==> config.mk <==
export PLATFORM = sky130hd
export DESIGN_NAME = blink_pulse_driver
export DESIGN_NICKNAME = d
export VERILOG_FILES = /design/src/rtl/blink_pulse_driver.sv
export SDC_FILE = /design/constraint.sdc
export NUM_CORES = 1
export LEC_CHECK = 0
export CAP_MARGIN = 10
export CORE_UTILIZATION = 59
export DETAILED_ROUTE_END_ITERATION = 8
export HOLD_SLACK_MARGIN = 0.05
export PLACE_DENSITY = 0.88
export SLEW_MARGIN = 25
export SYNTH_ARGS = -nofsm -noshare
export SYNTH_HDL_FRONTEND = slang
export SYNTH_SLANG_ARGS = --single-unit
==> constraint.sdc <==
create_clock -name clk_hifreq -period 3.4 [get_ports clk_hifreq]
set_input_delay 0.85 -clock clk_hifreq [delete_from_list [all_inputs] [get_ports clk_hifreq]]
set_output_delay 0.85 -clock clk_hifreq [all_outputs]
set_load 0.05 [all_outputs]
==> src/rtl/blink_pulse_driver.sv <==
// Turns single-cycle event pulses into fixed-width blinks on a board pin.
// Events that arrive during a blink are queued and replayed with a fixed low gap.
module blink_pulse_driver #(
    parameter int unsigned ON_CYCLES  = 25_000_000,
    parameter int unsigned OFF_CYCLES = 12_500_000,
    parameter int unsigned PEND_W     = 4
) (
    input  logic              clk_hifreq,
    input  logic              rst,
    input  logic              pulse,
    input  logic              clear_ovf,
    output logic              pin,
    output logic              busy,
    output logic [PEND_W-1:0] pending,
    output logic              overflow
);

    localparam int unsigned MaxCyc = (ON_CYCLES > OFF_CYCLES) ? ON_CYCLES : OFF_CYCLES;
    localparam int unsigned TimerW = $clog2(MaxCyc + 1);

    localparam logic [TimerW-1:0] OnLast  = TimerW'(ON_CYCLES - 1);
    localparam logic [TimerW-1:0] OffLast = TimerW'(OFF_CYCLES - 1);
    localparam logic [PEND_W-1:0] PendMax = {PEND_W{1'b1}};

    typedef enum logic [1:0] {
        StIdle = 2'b00,
        StOn   = 2'b01,
        StGap  = 2'b10
    } state_e;

    state_e              state_q, state_d;
    logic [TimerW-1:0]   timer_q, timer_d;
    logic [PEND_W-1:0]   pending_q, pending_d;
    logic                overflow_q, overflow_d;
    logic                pin_q, pin_d;
    logic                consume;
    logic                dec;
    logic                drop;

    always_comb begin
        state_d = state_q;
        timer_d = timer_q;
        consume = 1'b0;
        dec     = 1'b0;
        unique case (state_q)
            StIdle: begin
                timer_d = '0;
                if (pulse) begin
                    state_d = StOn;
                    consume = 1'b1;
                end
            end
            StOn: begin
                if (timer_q == OnLast) begin
                    state_d = StGap;
                    timer_d = '0;
                end else begin
                    timer_d = timer_q + TimerW'(1);
                end
            end
            StGap: begin
                if (timer_q == OffLast) begin
                    timer_d = '0;
                    // Queued events take priority over a fresh pulse.
                    if (pending_q != '0) begin
                        state_d = StOn;
                        dec     = 1'b1;
                    end else if (pulse) begin
                        state_d = StOn;
                        consume = 1'b1;
                    end else begin
                        state_d = StIdle;
                    end
                end else begin
                    timer_d = timer_q + TimerW'(1);
                end
            end
            default: begin
                state_d = StIdle;
                timer_d = '0;
            end
        endcase
    end

    always_comb begin
        pending_d = pending_q;
        drop      = 1'b0;
        if (pulse && !consume) begin
            // A simultaneous dequeue frees a slot, so nothing is dropped then.
            if (!dec) begin
                if (pending_q == PendMax) begin
                    drop = 1'b1;
                end else begin
                    pending_d = pending_q + PEND_W'(1);
                end
            end
        end else if (dec) begin
            pending_d = pending_q - PEND_W'(1);
        end
        overflow_d = drop ? 1'b1 : (clear_ovf ? 1'b0 : overflow_q);
        pin_d      = (state_d == StOn);
    end

    always_ff @(posedge clk_hifreq or posedge rst) begin
        if (rst) begin
            state_q    <= StIdle;
            timer_q    <= '0;
            pending_q  <= '0;
            overflow_q <= 1'b0;
            pin_q      <= 1'b0;
        end else begin
            state_q    <= state_d;
            timer_q    <= timer_d;
            pending_q  <= pending_d;
            overflow_q <= overflow_d;
            pin_q      <= pin_d;
        end
    end

    assign pin      = pin_q;
    assign busy     = (state_q != StIdle);
    assign pending  = pending_q;
    assign overflow = overflow_q;

endmodule

Word-level counts from Yosys, hierarchy flattened. Cells that the tools add are included.

Bits in registers: 33. Bits of input ports: 4. Logic and storage cells: 49.

Add/subtract/negate cells: 3. Equality and inequality tests: 8. Multiplexer cells: 25. Reduce and logical (&&, ||, !) cells: 8.

Operator list (number): 2-to-1 mux 25 bit (2); one-hot mux 25 bit (2 select lines) (1); adder 25 x 1 -> 25 bit (second input constant) (1); == test 25 x 24 -> 1 bit (second input constant) (1); == test 25 bit (second input constant) (1); 2-to-1 mux 4 bit (4); 2-to-1 mux 1 bit (13); 2-to-1 mux 2 bit (3); one-hot mux 2 bit (3 select lines) (1); nonzero test 2 bit (3); adder 4 x 1 -> 4 bit (second input constant) (1); == test 2 x 1 -> 1 bit (second input constant) (2); == test 4 bit (second input constant) (1); != test 2 bit (second input constant) (2); nonzero test 4 bit (1); subtractor 4 x 1 -> 4 bit (second input constant) (1); AND reduction 3 bit (1); == test 2 bit (second input constant) (1); logical NOT 2 bit (1); one-hot mux 1 bit (2 select lines) (1); logical AND 1 bit (1); logical NOT 1 bit (1).

Logic depth before layout (Yosys ltp). Gate-level depths: netlist (run 1).

Depth in word-level cells: 8. Mapped depth: 11.

Worst setup path before layout (run 1). No wires, ideal clock.

Path type: reg2reg. From: register pending_q[1], in the netlist pending[1]. To: register pending_q[3], in the netlist pending[3]. Setup time: 0.142 ns. Arrival: 2.733 ns. Required time: 3.258 ns. Slack: 0.526 ns. Stages on the path, launching flop included: 10. Buffers on the path: 1. Clock period less this slack: 2.874 ns. Path through: dfrtp_1 clkbuf_1 or4_1 or4_1 o21ai_2 ha_1 a22o_1 mux2i_1 nand2_1 xnor2_1.

Longest elaborated chain between the ends: 8. Elaborated cells on any way between the ends: 20. Classes of those cells: add/sub (2); eq/ne (3); mux (10); reduce/logical (5).

RTL lines: from (decl) (RTL line 33) `logic [PEND_W-1:0] pending_q, pending_d;`; from (signal assigned) (RTL line 114) `pending_q <= pending_d;`; nonzero test 4 bit (RTL line 65) `if (pending_q != '0) begin`; 2-to-1 mux 1 bit (RTL line 65); 2-to-1 mux 1 bit (RTL line 62) `if (timer_q == OffLast) begin`; one-hot mux 1 bit (2 select lines) (RTL line 45) `unique case (state_q)`; logical NOT 1 bit (RTL line 88) `if (pulse && !consume) begin`; logical AND 1 bit (RTL line 88); != test 2 bit (no line) or nonzero test 2 bit (tied branches); AND reduction 3 bit (no line).

Several ways; a longest one is shown, not always the timed one. The select of a mux whose other input is x is not followed. A chain may end at the register's enable or synchronous reset.

Worst setup path in the final report (run 1).
From: register state_q[0]. To: output busy.

Longest elaborated chain between the ends: 1.

RTL lines: from (decl) (RTL line 31) `state_e state_q, state_d;`; from (signal assigned) (RTL line 106) `state_q <= StIdle;`; from (signal assigned) (RTL line 112) `state_q <= state_d;`; nonzero test 2 bit (RTL line 121) `assign busy = (state_q != StIdle);`; to (decl) (RTL line 13) `output logic busy,`.

No other way between the ends.

==> results of run 1 <==
[kinds of logic (layout without fill, tap and decap cells)]
kind of cell	after synthesis	in the layout	share of synthesized area
flip-flops	33	33	0.441
AO/OA/AOI/OAI	18	18	0.0641
buffers and inverters	14	28	0.0361
adder cells (fa/ha/maj)	7	7	0.0467
XOR/XNOR	24	24	0.112
AND/OR/NAND/NOR	92	92	0.266
multiplexers	6	6	0.0340
[flip-flops by register name, indices dropped and copies added (netlist names)]
name      flops
pending       4
timer_q      25
overflow      1
pin           1
state_q       2
[cells in the mapped netlist (3+ instances only)]
cell type and instances:
mux2_2 3, nand3_1 13, nor3_1 3, nor2_1 29, and4_1 3, ha_1 7
mux2i_1 3, dfrtp_1 33, nand4_1 6, and3_1 4, a21oi_1 8, nor4_1 4
o21ai_0 3, inv_1 10, xor2_1 14, xnor2_1 10, nand2_1 14
[power groups by stage]
stage / Sequential [uW] / Combinational (uW) / Clock, uW
final: 491 / 504 / 223
after CTS: 490 / 506 / 226
after global routing: 500 / 549 / 245
after detailed placement: 497 / 501 / 0
after global placement: 496 / 486 / 0
after floorplan: 588 / 287 / 0
[layout make-up]
type | instances | area [um2]
Sequential cell | 33 | 826
Clock buffer | 7 | 55.1
Fill cell | 254 | 966
Inverter | 10 | 37.5
Timing Repair Buffer | 11 | 108
Multi-Input combinational cell | 147 | 981
Tap cell | 44 | 55.1
[worst max path at each step]
stage / end / slack, ps / cells after the start
after floorplan: pending[3]$_DFFE_PP0P_ / 530 / 9
after global placement: pending[3]$_DFFE_PP0P_ / 600 / 9
after detailed placement: pending[3]$_DFFE_PP0P_ / 490 / 9
after CTS: busy / 510 / 4
after global routing: busy / 420 / 4
final: busy / 530 / 4
[routing by layer]
layer | vias to the layer above | share of wire
met1 | 695 | 0.46
met5 | - | 0
li1 | 703 | -
met3 | 9 | 0.036
met4 | 0 | 0.016
met2 | 26 | 0.48
[critical path, cell delays in order (launching register included)]
cell and delay, ps:
dfrtp_1 430, inv_1 100, ha_1 270, inv_1 90, clkdlybuf4s50_1 810
[through the flow]
| step | setup WS (ps) | hold slack (ps) | area [um2] | utilization | total power (uW) |
|---|---|---|---|---|---|
| floorplan | 526 | 443 | 1870 | - | 875 |
| global placement | 601 | 466 | 2010 | 0.663 | 983 |
| detailed placement | 494 | 476 | 2010 | 0.663 | 998 |
| CTS | 507 | 488 | 2060 | 0.681 | 1220 |
| global route | 422 | 503 | 2060 | 0.681 | 1290 |
| finish | 527 | 486 | 2060 | 0.681 | 1220 |
==> flow_metrics.env, run 1 <==
export IMPL_post_route_period_util=0.845
export IMPL_dr_total_vias=1433
export IMPL_clockRootBuffer="clkbuf_4"
export IMPL_fin_worst_skew_ps=7.22
export IMPL_reg2reg_to="pending[3]$_DFFE_PP0P_"
export IMPL_start_util=0.619
export IMPL_holdBufCountCts=0
export IMPL_swShare=0.404
export IMPL_setup_viol=0
export IMPL_post_dp_hpwl_um=2610
export IMPL_ant_nets=0
export IMPL_layout_drive_gt1_share=0.0769
export IMPL_hold_end="timer_q[0]$_DFF_PP0_"
export IMPL_worstPathRequired_ps=2550
export IMPL_ys_warnings_count=0
export IMPL_h_tree_depth=2
export IMPL_fin_cells=252
export IMPL_die_x_um=58.4
export IMPL_cts_buffers=5
export IMPL_clk_pin_slew_ps=90
export IMPL_drt_total_wl_um=3640
export IMPL_endpoint_kind="output port"
export IMPL_async_flop_share=1.00
export IMPL_post_cts_buffers=0
export IMPL_worstPathArrival_ps=2020
export IMPL_grtUsageMet3=0.0681
export IMPL_drv_slew=0
export IMPL_area_growth_pct=10.0
export IMPL_cts_repair_resized=0
export IMPL_grt_busiest_layer="met2"
export IMPL_relSlewSlack=0.514
export IMPL_p_clk_frac=0.183
export IMPL_die_area_mm2=0.00341
export IMPL_ys_top_cells_by_area="dfrtp_1, xor2_1, nor2_1"
export IMPL_holdCritPathClass="register to register"
export IMPL_ys_seq_area_frac=0.441
export IMPL_yosys_area_top_type_share=0.441
export IMPL_port_buffers=10
export IMPL_placedCellCount=245
export IMPL_nets=219
export IMPL_vias_per_cell=5.69
export IMPL_synth_distinct_cells=39
export IMPL_drcViolationCount=0
export IMPL_critPathKind="register to output port"
export IMPL_min_from="timer_q[0]$_DFF_PP0_"
export IMPL_syn_inst=194
export IMPL_synth_edf_count=0
export IMPL_holdPathStages=1
export IMPL_switchingPower_uw=492
export IMPL_peakVddDrop_v=0.000622
export IMPL_syn_nets=205
export IMPL_wl_per_cell_um=14.4
export IMPL_drtIter0Drc=45
export IMPL_cp_startpoint="state_q[0]$_DFF_PP0_"
export IMPL_internal_power_uw=726
export IMPL_synth_area_leader_cell="dfrtp_1"
export IMPL_reg2reg_from="pending[1]$_DFFE_PP0P_"
export IMPL_n_antenna_cell=0
export IMPL_rows=20
export IMPL_cts_tree="done"
export IMPL_cts_sinks=33
export IMPL_synth_area_per_cell_um2=9.66
export IMPL_rsz0062_at_grt="no"
export IMPL_max_freq_mhz=348
export IMPL_core_area_mm2=0.00303
export IMPL_layout_commonest_cell="dfrtp_1"
export IMPL_seq_power_share=0.403
export IMPL_maxCapViolCount=0
export IMPL_ys_ff_latch=33
export IMPL_first_pass_iters=4
export IMPL_insertion_delay_ps=330
export IMPL_dieHeight_um=58.4
export IMPL_power_density_mw_per_mm2=591
export IMPL_finalSetupTns_ps=0
export IMPL_grtUsageTotal=0.250
export IMPL_grt_overflow_total=0
export IMPL_final_cell_mix="dfrtp_1, nor2_1, nand2_1, xor2_1, nand3_1"
export IMPL_grtUsageMet1=0.318
export IMPL_gp_congestion=0.801
export IMPL_leakage_uw=0.000847
export IMPL_clockBufferDepth=2
export IMPL_grt_pass1_vias=1406
export IMPL_antenna_found_initial=0
export IMPL_r2r_slack_ps=600
export IMPL_start_kind="register"
export IMPL_synth_flop_cell="dfrtp_1"
export IMPL_p_comb_frac=0.414
export IMPL_io_pins=11
export IMPL_globalRouteMet2Util=0.402
export IMPL_worst_pin_slew_ps=724
export IMPL_crit_fanout=5
export IMPL_grt_max_degree=34
export IMPL_syn_area_mm2=0.00187
export IMPL_grt_first_pass_wirelength_um=6310
export IMPL_r2r_cells=8
export IMPL_outcome="completed"
export IMPL_hold_violations=0
export IMPL_period_needed_ps=2870
Power figures use the tool's default switching activity.
==> run 2: changes to the inputs <==
--- a/config.mk
+++ b/config.mk
@@ -6,10 +6,10 @@
 export NUM_CORES = 1
 export LEC_CHECK = 0
 export CAP_MARGIN = 10
-export CORE_UTILIZATION = 59
+export CORE_UTILIZATION = 53
 export DETAILED_ROUTE_END_ITERATION = 8
 export HOLD_SLACK_MARGIN = 0.05
-export PLACE_DENSITY = 0.88
+export PLACE_DENSITY = 0.84
 export SLEW_MARGIN = 25
 export SYNTH_ARGS = -nofsm -noshare
 export SYNTH_HDL_FRONTEND = slang
==> constraint.sdc (replaced) <==
create_clock -name clk_hifreq -period 2.3 [get_ports clk_hifreq]
set_input_delay 0.575 -clock clk_hifreq [delete_from_list [all_inputs] [get_ports clk_hifreq]]
set_output_delay 0.575 -clock clk_hifreq [all_outputs]
set_load 0.05 [all_outputs]
==> flow_metrics.env, run 2 (synthesis gave the netlist of run 1 again) <==
export IMPL_largest_reg_flops=25
export IMPL_wl_met2_um=2490
export IMPL_reg2reg_to="pending[3]$_DFFE_PP0P_"
export IMPL_grt_max_degree=34
export IMPL_critPathKind="register to register"
export IMPL_first_pass_iters=4
export IMPL_holdCritPathClass="register to register"
export IMPL_relSlewSlack=0.643
export IMPL_clk_pin_slew_ps=100
export IMPL_reg2reg_from="pending[1]$_DFFE_PP0P_"
export IMPL_wl_met1_um=1990
export IMPL_drcViolationCount=0
export IMPL_cts_buffers=5
export IMPL_gp_congestion=0.853
export IMPL_holdPathStages=2
export IMPL_peakVddDrop_v=0.00121
export IMPL_io_pins=11
export IMPL_cts_tree="done"
export IMPL_dieHeight_um=61.5
export IMPL_port_buffers=10
export IMPL_r2r_cells=8
export IMPL_layout_drive_gt1_share=0.359
export IMPL_power_density_mw_per_mm2=871
export IMPL_crit_fanout=4
export IMPL_drtIter0Drc=122
export IMPL_seq_power_share=0.308
export IMPL_top_register="timer_q"
export IMPL_finalSetupTns_ps=-2120
export IMPL_drv_slew=0
export IMPL_internal_power_uw=1290
export IMPL_routed_wl_met3_um=265
export IMPL_cts_sinks=33
export IMPL_insertion_delay_ps=340
export IMPL_start_util=0.557
export IMPL_maxCapViolCount=0
export IMPL_post_route_period_util=1.13
export IMPL_nets=258
export IMPL_p_comb_frac=0.522
export IMPL_setup_viol=29
export IMPL_h_tree_depth=2
export IMPL_swShare=0.417
export IMPL_final_cell_mix="buf_4, dfrtp_1, nand2_1, xor2_1, nor2_2"
export IMPL_core_area_mm2=0.00336
export IMPL_antenna_found_initial=0
export IMPL_worstPathRequired_ps=2530
export IMPL_start_kind="register"
export IMPL_grt_first_pass_wirelength_um=7180
export IMPL_setup_slack_ps=-308
export IMPL_design_area_mm2=0.00254
export IMPL_hold_violations=0
export IMPL_worst_pin_slew_ps=534
export IMPL_finalPower_uw=2210
export IMPL_r2r_slack_ps=-310
export IMPL_rsz0062_at_grt="yes"
export IMPL_die_x_um=61.5
export IMPL_hold_end="timer_q[0]$_DFF_PP0_"
export IMPL_outcome="finished with violations"
export IMPL_rows=21
export IMPL_die_area_mm2=0.00378
export IMPL_period_needed_ps=2610
export IMPL_clockRootBuffer="clkbuf_4"
export IMPL_grt_pass1_vias=1580
export IMPL_drt_total_wl_um=4910
export IMPL_dr_total_vias=1676
export IMPL_wl_per_cell_um=16.7
export IMPL_switchingPower_uw=923
export IMPL_fin_worst_skew_ps=4.32
export IMPL_leakage_uw=0.00111
export IMPL_violations="setup timing"
export IMPL_top_layer="met4"
export IMPL_clockBufferDepth=2
export IMPL_fillers=242
export IMPL_min_from="timer_q[0]$_DFF_PP0_"
export IMPL_max_freq_mhz=383
export IMPL_layout_commonest_cell="buf_4"
export IMPL_ant_nets=0
export IMPL_endpoint_kind="register"
export IMPL_whs_ps=556
export IMPL_grtUsageTotal=0.270
export IMPL_area_growth_pct=35.6
export IMPL_placed_area_mm2=0.00227
export IMPL_worstPathArrival_ps=2840
export IMPL_grt_overflow_total=0
export IMPL_n_antenna_cell=0
export IMPL_post_dp_hpwl_um=2850
export IMPL_p_clk_frac=0.170
export IMPL_post_place_ws_ps=-269
export IMPL_vias_per_cell=5.70
export IMPL_holdBufCountCts=0
[run 2: cell count changes in the layout (fill, tap and decap cells not counted), moves of 4 or more]
cell             delta
nor2_2             +14
nor2_1             -17
clkdlybuf4s50_1     -4
buf_4              +36
[run 2: worst max path at each step]
stage,start,end,cells past startpoint
6_report,pending[1]$_DFFE_PP0P_,pending[3]$_DFFE_PP0P_,8
5_1_grt,pending[2]$_DFFE_PP0P_,pending[3]$_DFFE_PP0P_,8
4_1_cts,timer_q[9]$_DFF_PP0_,pending[2]$_DFFE_PP0P_,9
3_5_place_dp,timer_q[7]$_DFF_PP0_,pending[3]$_DFFE_PP0P_,8
3_3_place_gp,timer_q[7]$_DFF_PP0_,pending[3]$_DFFE_PP0P_,8
2_1_floorplan,pending[1]$_DFFE_PP0P_,pending[3]$_DFFE_PP0P_,9
[run 2: power groups by stage]
stage	Clock (uW)	Combinational, uW	Sequential [uW]
6_report	376	1160	683
5_1_grt	412	1210	686
4_1_cts	388	1050	681
3_5_place_dp	0	944	692
3_3_place_gp	0	923	686
2_1_floorplan	0	450	874
[run 2: worst max-delay path, stage by stage (launching register included)]
cell	delay [ps]
dfrtp_2	420
or4_4	530
or4_4	540
o21ai_4	220
ha_4	240
a22o_1	230
mux2i_1	130
nand2_1	80
xnor2_1	120
[run 2: layer usage]
layer / vias to the layer above / GRT usage
met5: - / 0
met4: 0 / 0.152
met2: 58 / 0.430
li1: 783 / -
met3: 14 / 0.0588
met1: 821 / 0.339
[run 2: per-stage QoR]
| stage | std cells | util |
|---|---|---|
| 6_report | 294 | 0.756 |
| 4_1_cts | 293 | 0.720 |
| 5_1_grt | 294 | 0.756 |
| 3_3_place_gp | 280 | 0.676 |
| 2_1_floorplan | 194 | - |
| 3_5_place_dp | 280 | 0.676 |
[run 2: area by class of cell]
cell class,count,area [um2],share of cell area
clock inverters,1,5.00,0.00197
clock buffers,7,65.1,0.0256
multi-input cells,150,1160,0.457
inverters,10,37.5,0.0148
repair buffers,47,387,0.152
well taps,46,57.6,0.0226
flip-flops and latches,33,828,0.326
[run 2: what timing repair did]
| action | 4_1_cts | 5_1_grt |
|---|---|---|
| buffers inserted | 2 | 1 |
| endpoints found under the setup margin | 31 | 34 |
| endpoints found under the hold margin | 0 | 0 |
| cloned | 3 | 0 |
| gates resized for setup | 6 | 34 |
| pin swaps | 3 | 29 |
==> run 3: changes to the inputs <==
--- a/config.mk
+++ b/config.mk
@@ -10,7 +10,7 @@
 export DETAILED_ROUTE_END_ITERATION = 8
 export HOLD_SLACK_MARGIN = 0.05
 export PLACE_DENSITY = 0.84
-export SLEW_MARGIN = 25
+export SLEW_MARGIN = 10
 export SYNTH_ARGS = -nofsm -noshare
 export SYNTH_HDL_FRONTEND = slang
 export SYNTH_SLANG_ARGS = --single-unit
==> results of run 3 <==
Same layout as run 2: the final DEF is identical, and so are final timing and power.
